<file path="src/rtl/msrv32_pipe_stage_reg.sv">
// Flow-controlled msrv32 pipeline stage register with flush and a saturating stall counter.
// Define MSRV32_PIPE_SKID_EN for a two-entry skid buffer with a registered in_ready_out.
module msrv32_pipe_stage_reg #(
  parameter int               WIDTH       = 32,
  parameter logic [WIDTH-1:0] RESET_VALUE = '0,
  parameter int               CNT_W       = 16
) (
  input  logic             clk_in,
  input  logic             reset_in,
  input  logic             flush_in,
  input  logic             in_valid_in,
  output logic             in_ready_out,
  input  logic [WIDTH-1:0] in_data_in,
  output logic             out_valid_out,
  input  logic             out_ready_in,
  output logic [WIDTH-1:0] out_data_out,
  output logic [CNT_W-1:0] stall_cnt_out
);

`ifdef MSRV32_PIPE_SKID_EN
  typedef enum logic [1:0] {ST_EMPTY = 2'd0, ST_ONE = 2'd1, ST_TWO = 2'd2} state_t;
`else
  typedef enum logic {ST_EMPTY = 1'b0, ST_ONE = 1'b1} state_t;
`endif

  state_t           state_q, state_d;
  logic [WIDTH-1:0] m_q, m_d;
  logic [CNT_W-1:0] stall_q;
  logic             in_xfer, out_xfer, stalled;

  assign out_valid_out = (state_q != ST_EMPTY);
  assign out_data_out  = m_q;
  assign stall_cnt_out = stall_q;
  assign in_xfer       = in_valid_in && in_ready_out;
  assign out_xfer      = out_valid_out && out_ready_in;
  assign stalled       = out_valid_out && !out_ready_in;

`ifdef MSRV32_PIPE_SKID_EN
  logic [WIDTH-1:0] s_q, s_d;
  logic             in_ready_q;

  // Ready comes straight from a flop, so out_ready_in never reaches in_ready_out.
  assign in_ready_out = in_ready_q;
`else
  assign in_ready_out = !out_valid_out || out_ready_in;
`endif

  always_comb begin
    // NOTE: every signal gets its hold value first so no path can infer a latch.
    state_d = state_q;
    m_d     = m_q;
`ifdef MSRV32_PIPE_SKID_EN
    s_d     = s_q;
`endif
    if (flush_in) begin
      state_d = ST_EMPTY;
      m_d     = RESET_VALUE;
`ifdef MSRV32_PIPE_SKID_EN
      s_d     = RESET_VALUE;
`endif
    end else begin
      case (state_q)
        ST_EMPTY: begin
          if (in_xfer) begin
            state_d = ST_ONE;
            m_d     = in_data_in;
          end
        end
        ST_ONE: begin
          if (in_xfer && out_xfer) begin
            m_d = in_data_in;
`ifdef MSRV32_PIPE_SKID_EN
          end else if (in_xfer) begin
            state_d = ST_TWO;
            s_d     = in_data_in;
`endif
          end else if (out_xfer) begin
            state_d = ST_EMPTY;
          end
        end
`ifdef MSRV32_PIPE_SKID_EN
        ST_TWO: begin
          if (out_xfer) begin
            state_d = ST_ONE;
            m_d     = s_q;
          end
        end
`endif
        default: state_d = ST_EMPTY;
      endcase
    end
  end

  // NOTE: asynchronous reset sits in the sensitivity list; state uses non-blocking assignment.
  always_ff @(posedge clk_in or posedge reset_in) begin
    if (reset_in) begin
      state_q <= ST_EMPTY;
      m_q     <= RESET_VALUE;
    end else begin
      state_q <= state_d;
      m_q     <= m_d;
    end
  end

`ifdef MSRV32_PIPE_SKID_EN
  always_ff @(posedge clk_in or posedge reset_in) begin
    if (reset_in) begin
      s_q        <= RESET_VALUE;
      in_ready_q <= 1'b1;
    end else begin
      s_q        <= s_d;
      in_ready_q <= (state_d != ST_TWO);
    end
  end
`endif

  // Back-pressure counter includes the flush cycle and sticks at all-ones.
  always_ff @(posedge clk_in or posedge reset_in) begin
    if (reset_in) begin
      stall_q <= '0;
    end else if (stalled && (stall_q != {CNT_W{1'b1}})) begin
      stall_q <= stall_q + CNT_W'(1);
    end
  end

endmodule

</file>
<file path="config.mk">
export PLATFORM = sky130hd
export DESIGN_NAME = msrv32_pipe_stage_reg
export DESIGN_NICKNAME = d
export VERILOG_FILES = /design/src/rtl/msrv32_pipe_stage_reg.sv
export SDC_FILE = /design/constraint.sdc
export NUM_CORES = 1
export LEC_CHECK = 0
export BUFFER_PORTS_ARGS = -buffer_cell sky130_fd_sc_hd__buf_2
export CAP_MARGIN = 5
export CELL_PAD_IN_SITES_DETAIL_PLACEMENT = 0
export CELL_PAD_IN_SITES_GLOBAL_PLACEMENT = 1
export CORE_UTILIZATION = 38
export CTS_BUF_LIST = sky130_fd_sc_hd__clkbuf_16
export DETAILED_ROUTE_END_ITERATION = 8
export GPL_TIMING_DRIVEN = 0
export HOLD_SLACK_MARGIN = 0.05
export PLACE_DENSITY = 0.95
export RECOVER_POWER = 25
export SETUP_SLACK_MARGIN = 0.3
export SYNTH_ARGS = -nofsm -noshare
export SYNTH_HDL_FRONTEND = slang
export SYNTH_SLANG_ARGS = --single-unit
</file>
<file path="constraint.sdc">
create_clock -name clk_in -period 3.3 [get_ports clk_in]
set_input_delay 0.33 -clock clk_in [delete_from_list [all_inputs] [get_ports clk_in]]
set_output_delay 0.33 -clock clk_in [all_outputs]
set_load 0.01 [all_outputs]
</file>
==> impl_metrics.tcl, run 1 <==
set metrics [dict create \
    clk_latency_ps 280 \
    fin_tns_setup_ps 0 \
    intPower_mw 1.038 \
    io_pins 87 \
    power_leakage_nw 1.468 \
    fin_ws_ps 1318 \
    drt_wl_total_mm 4.235 \
    hold_path.class "in -> async" \
    clkTransAtPathRegs_ps 70 \
    cts.sinks 49 \
    die_height_um 74.47 \
    htree_levels 2 \
    cp-start-kind "primary input" \
    synth_nets 189 \
    period_share 0.6006 \
    grt_remaining_overflow 0 \
    slowest_stage "clkbuf_1" \
    cp_max_fo 25 \
    drc 0 \
    ys_seq_elements 49 \
    tightest_slew_ps 1365 \
    clockRootBuffer "clkbuf_16" \
    drt-initial-drc-count 38 \
    layout_common_cells "buf_2, dfrtp_1, a22o_1, xor2_1" \
    coreArea_mm2 0.005075 \
    clk_path_buf_depth 2 \
    viasPerCell 4.991 \
    die_x_um 74.47 \
    dpl.hpwl_mm 3.052 \
    rsz0062_at_grt "false" \
    crit_chain "buf_2, inv_1, clkbuf_1" \
    fmax_ghz 0.5045 \
    vias 1577 \
    syn-instance-count 151 \
    layout_commonest_cell "buf_2" \
    grt.total_usage 0.1514 \
    grt_max_degree 26 \
    start_util 0.3932 \
    final_util 0.5237 \
    cts_tree "done" \
    hold_violations 0 \
    power.switching_mw 0.3855 \
    ys_types 28 \
    end_kind "asynchronous set/reset pin" \
    cts_resized 0 \
    p_clk_frac 0.340 \
    place.port_buffers 86 \
    numCtsBuffers 5 \
    crit_type "in -> async" \
    cts_setup_buffers 0 \
    layout_min_cycle_time_ps 1982 \
    rows 26 \
    ir_drop_mv 0.3473 \
    place.gp.congestion 0.7170 \
    synth_seq_area_share 0.6144 \
    yosys_warnings 0 \
    diodes 0 \
    nNetsFinal 283 \
    maxCapViolations 0 \
    power.density_mw_per_mm2 535.5 \
    cp_top_family "buffers and inverters" \
    grt_pass1_wl_mm 6.403 \
    antenna_found_initial 0 \
    arrival_ps 2150 \
    grt_pass1_vias 1370 \
    dieArea_mm2 0.005546 \
    netlist_area_mm2 0.001996 \
    combPwrFrac 0.156 \
    drive_gt1_frac 0.4593 \
    critical-path-max-stage-delay_ps 1060 \
    max_slew_margin 0.08999 \
    p_total_mw 1.423 \
    post-place-ws_ps 1443 \
    status "finished, final reports clean" \
    clock_skew_ps 12.56 \
    seqPwrFrac 0.505 \
    avgRoutedWirePerCell_um 13.40 \
    drtPass1Iterations 4 \
    swShare 0.2709 \
    maxSlewViolCount 0 \
    cts-hold-fix-buffers 0 \
    ant_nets 0 \
    post_synth.cell_area_avg_um2 13.22 \
    cp.required_ps 3470 \
    syn2layout_area_growth_pct 33.17 \
    timing.critical_path.buf_inv 3 \
    finalSetupViolations 0 \
    holdWs_ps 242.0 \
]
-- final timing paths --
path	startpoint	slack, ps	cells after the start	end
setup reg to reg	stall_cnt_out[0]	1440	6	stall_cnt_out[1]
hold / removal	reset_in	240	2	out_data_out[17]
min in group clk_in	flush_in	240	2	out_valid_out
hold reg to reg	stall_cnt_out[15]	490	1	stall_cnt_out[15]
setup / recovery	reset_in	1320	3	out_data_out[13]
max in group clk_in	stall_cnt_out[0]	1440	6	stall_cnt_out[1]
-- cell type report --
type / count / area (µm²)
fillers: 478 / 2417
flip-flops and latches: 49 / 1226
multi-input cells: 92 / 716.9
repair buffers: 87 / 434.2
clock buffers: 5 / 125.1
well taps: 70 / 87.58
plain buffers: 7 / 41.29
clock inverters: 3 / 15.01
inverters: 3 / 11.26
-- sequential cells by signal, summed over array words and instances, names as in the netlist --
name,cells
out_data_out,32
out_valid_out,1
stall_cnt_out,16
-- cell families (layout without fill, tap and decap cells) --
logic type,after synthesis,in the layout,share of synthesized area
buffers and inverters,10,105,0.02633
flip-flops,49,49,0.6144
XOR/XNOR,13,13,0.05705
adder cells (fa/ha/maj),1,1,0.006269
multiplexers,2,2,0.01316
AND/OR/NAND/NOR,41,41,0.1323
AO/OA/AOI/OAI,35,35,0.1505
-- through the flow --
step,area (µm²),instances
floorplan,1996,151
global route,2658,316
finish,2658,316
global placement,2514,307
CTS,2674,316
detailed placement,2534,308
-- layer usage --
layer  up-vias  global-route usage  wire length, µm
li1        751                   -                -
met1       763              0.2005             1991
met2        58              0.2492             1958
met3         5             0.02981              239
met4         0             0.05031               45
met5         -                   0                0
-- power groups by stage --
stage / Combinational [mW] / Clock, mW / Sequential, mW
2_1_floorplan: 0.0984 / 0 / 0.747
3_5_place_dp: 0.228 / 0 / 0.728
6_report: 0.222 / 0.483 / 0.718
5_1_grt: 0.251 / 0.518 / 0.732
4_1_cts: 0.230 / 0.494 / 0.718
3_3_place_gp: 0.218 / 0 / 0.728
-- cell usage after synthesis, drive strengths merged --
| cell type | n | area share |
|---|---|---|
| a21oi | 2 | 0.0069 |
| xnor2 | 1 | 0.0044 |
| xor2 | 12 | 0.053 |
| nand4 | 3 | 0.0094 |
| mux2 | 2 | 0.013 |
| dfrtp | 49 | 0.61 |
| nor2 | 6 | 0.013 |
| nor4b | 1 | 0.0075 |
| nand2 | 7 | 0.013 |
| and4 | 2 | 0.011 |
| buf | 7 | 0.021 |
| inv | 3 | 0.0056 |
| a31oi | 1 | 0.0031 |
| nor3 | 6 | 0.015 |
| and4b | 1 | 0.0050 |
| nand3 | 8 | 0.023 |
| ha | 1 | 0.0063 |
| nor2b | 1 | 0.0044 |
| and3 | 1 | 0.0031 |
| a22o | 32 | 0.14 |
| nor4 | 5 | 0.028 |
(Power assumes the default switching activity.)
==> run 2: changes to the inputs <==
- CORE_UTILIZATION: 38 -> 32
- PLACE_DENSITY: 0.95 -> 0.86
- clock period: 3.3 -> 1.62 ns (I/O delays scaled with it)
==> run 2 against run 1 <==
Against the previous run:
- largest power group unchanged
- the run now ends with negative setup slack left
- flip-flop and latch count unchanged
- critical endpoint is now stall_cnt_out[1]
- sequential power up 96%
- combinational power grew to 3.4 times the previous value
- highest routed layer unchanged
- largest cell class unchanged
- clock power increased by 140%
- worst setup slack got worse by 1300 ps
==> impl_metrics.tcl, run 2 (synthesized netlist as in run 1, its figures left out) <==
set metrics [dict create \
    coreArea_mm2 0.005956 \
    grt_pass1_vias 1680 \
    viasPerCell 4.923 \
    violations "negative setup slack" \
    start_util 0.3351 \
    power.density_mw_per_mm2 1049 \
    holdPathEnd "out_data_out[17]" \
    hold_path.class "in -> reg" \
    grt.total_usage 0.1590 \
    antenna_found_initial 0 \
    place.port_buffers 86 \
    rsz0062_at_grt "true" \
    rrSetupSlack_ps -30 \
    fin_ws_ps -25.56 \
    fmax_ghz 0.6077 \
    end_kind "flip-flop" \
    fillers 522 \
    vias 1718 \
    clk_latency_ps 280 \
    hp-start "in_data_in[17]" \
    grt_max_degree 50 \
    clockRootBuffer "clkbuf_16" \
    place.gp.congestion 0.7100 \
    drc 0 \
    clk_path_buf_depth 2 \
    gr-usage-met3 0.03371 \
    crit_chain "ha_4, and3_4, and4b_1, buf_6, nor2_4, mux2_4" \
    place_area_mm2 0.002575 \
    stdcell_count 349 \
    rows 28 \
    fin_tns_setup_ps -25.56 \
    avgRoutedWirePerCell_um 15.14 \
    drt-initial-drc-count 58 \
    reg2reg_from "stall_cnt_out[0]" \
    hold_depth 2 \
    dieArea_mm2 0.006556 \
    htree_levels 2 \
    drt_wl_total_mm 5.283 \
    hold_violations 0 \
    critical-path-max-stage-delay_ps 420 \
    io_pins 87 \
    arrival_ps 1810 \
    cp-start-kind "flip-flop" \
    grt_util_met2 0.2723 \
    largest_reg_flops 32 \
    period_share 1.016 \
    ir_drop_mv 0.6545 \
    grt_remaining_overflow 0 \
    stdcell_area_mm2 0.003178 \
    cts.sinks 49 \
    cp.required_ps 1790 \
    layout_common_cells "buf_2, dfrtp_1, a22o_1, buf_6, buf_4" \
    dpl.hpwl_mm 3.268 \
    numCtsBuffers 5 \
    ant_nets 0 \
    slowest_stage "dfrtp_2" \
    die_height_um 80.97 \
    diodes 0 \
    drive_gt1_frac 0.6022 \
    r2r-end "stall_cnt_out[1]" \
    maxSlewViolCount 0 \
    nNetsFinal 311 \
    finalSetupViolations 1 \
    gr-max-usage-layer "met2" \
    holdWs_ps 94.97 \
    dp_cells 312 \
    layout_commonest_cell "buf_2" \
    power_leakage_nw 1.653 \
    use_met1 0.1996 \
    die_x_um 80.97 \
    tightest_slew_ps 1023 \
    layout_min_cycle_time_ps 1646 \
    grt_pass1_wl_mm 7.969 \
    maxCapViolations 0 \
    crit_type "reg -> reg" \
    cts_tree "done" \
    rr_worst_depth 6 \
    status "finished with violations" \
    cts-hold-fix-buffers 0 \
    cp_max_fo 5 \
    clock_skew_ps 3.978 \
    syn2layout_area_growth_pct 59.25 \
    drtPass1Iterations 4 \
    clkTransAtPathRegs_ps 70 \
    max_slew_margin 0.3164 \
]
[run 2: cell count changes in the layout (fill, tap and decap cells not counted), sizes merged]
cell | before | now
inv | 5 | 3
buf | 93 | 120
bufinv | 0 | 1
clkinvlp | 1 | 2
clkinv | 0 | 1
[run 2: power by group]
group          total (mW)  internal [mW]  leakage [nW]  switching (mW)
sequential           1.41           1.34         0.639          0.0697
clock                1.16          0.730        0.0800           0.429
combinational       0.760          0.375         0.934           0.384
total                3.33           2.45          1.65           0.883
[run 2: how the worst max path moves through the flow]
| stage | from | end | slack (ps) | depth (start not counted) |
|---|---|---|---|---|
| global placement | stall_cnt_out[0] | stall_cnt_out[1] | -80 | 6 |
| global route | stall_cnt_out[0] | stall_cnt_out[13] | -80 | 6 |
| CTS | stall_cnt_out[0] | stall_cnt_out[13] | 20 | 6 |
| finish | stall_cnt_out[0] | stall_cnt_out[1] | -30 | 6 |
| floorplan | stall_cnt_out[0] | stall_cnt_out[1] | -40 | 6 |
| detailed placement | stall_cnt_out[1] | stall_cnt_out[1] | -100 | 6 |
[run 2: cell type report]
| class | count | area [µm²] | area share |
|---|---|---|---|
| Multi-Input combinational cell | 92 | 879.6 | 0.2768 |
| Timing Repair inverter | 1 | 3.754 | 0.001181 |
| Buffer | 7 | 78.83 | 0.02480 |
| Inverter | 3 | 22.52 | 0.007087 |
| Timing Repair Buffer | 114 | 691.9 | 0.2177 |
| Sequential cell | 49 | 1236 | 0.3890 |
| Tap cell | 75 | 93.84 | 0.02953 |
| Clock buffer | 5 | 125.1 | 0.03937 |
| Clock inverter | 3 | 46.29 | 0.01457 |
[run 2: per-layer routing]
metal  part of all wire  wire length (µm)
met3              0.058               307
met4             0.0036                19
met1               0.44              2347
met5                  0                 0
met2               0.49              2610
[run 2: through the flow]
| step | utilization | worst slack [ps] | total power [mW] |
|---|---|---|---|
| 2_1_floorplan | - | -37.00 | 1.764 |
| 3_3_place_gp | 0.4324 | -76.80 | 1.982 |
| 3_5_place_dp | 0.4324 | -98.14 | 2.000 |
| 4_1_cts | 0.5134 | 17.95 | 3.334 |
| 5_1_grt | 0.5336 | -83.10 | 3.503 |
| 6_report | 0.5336 | -25.56 | 3.333 |
[run 2: repair_timing]
item	4_1_cts	5_1_grt
resized for setup	31	23
setup endpoints to repair	46	48
buffers inserted	21	1
gates cloned	5	2
pin swaps	25	24
[run 2: critical path: cells and delay by family, from the launching register on]
| kind | cells | cell delay (ps) |
|---|---|---|
| flops | 1 | 420 |
| simple gates | 3 | 490 |
| fa+ha+maj | 1 | 160 |
| mux | 1 | 310 |
| buf+inv | 1 | 160 |
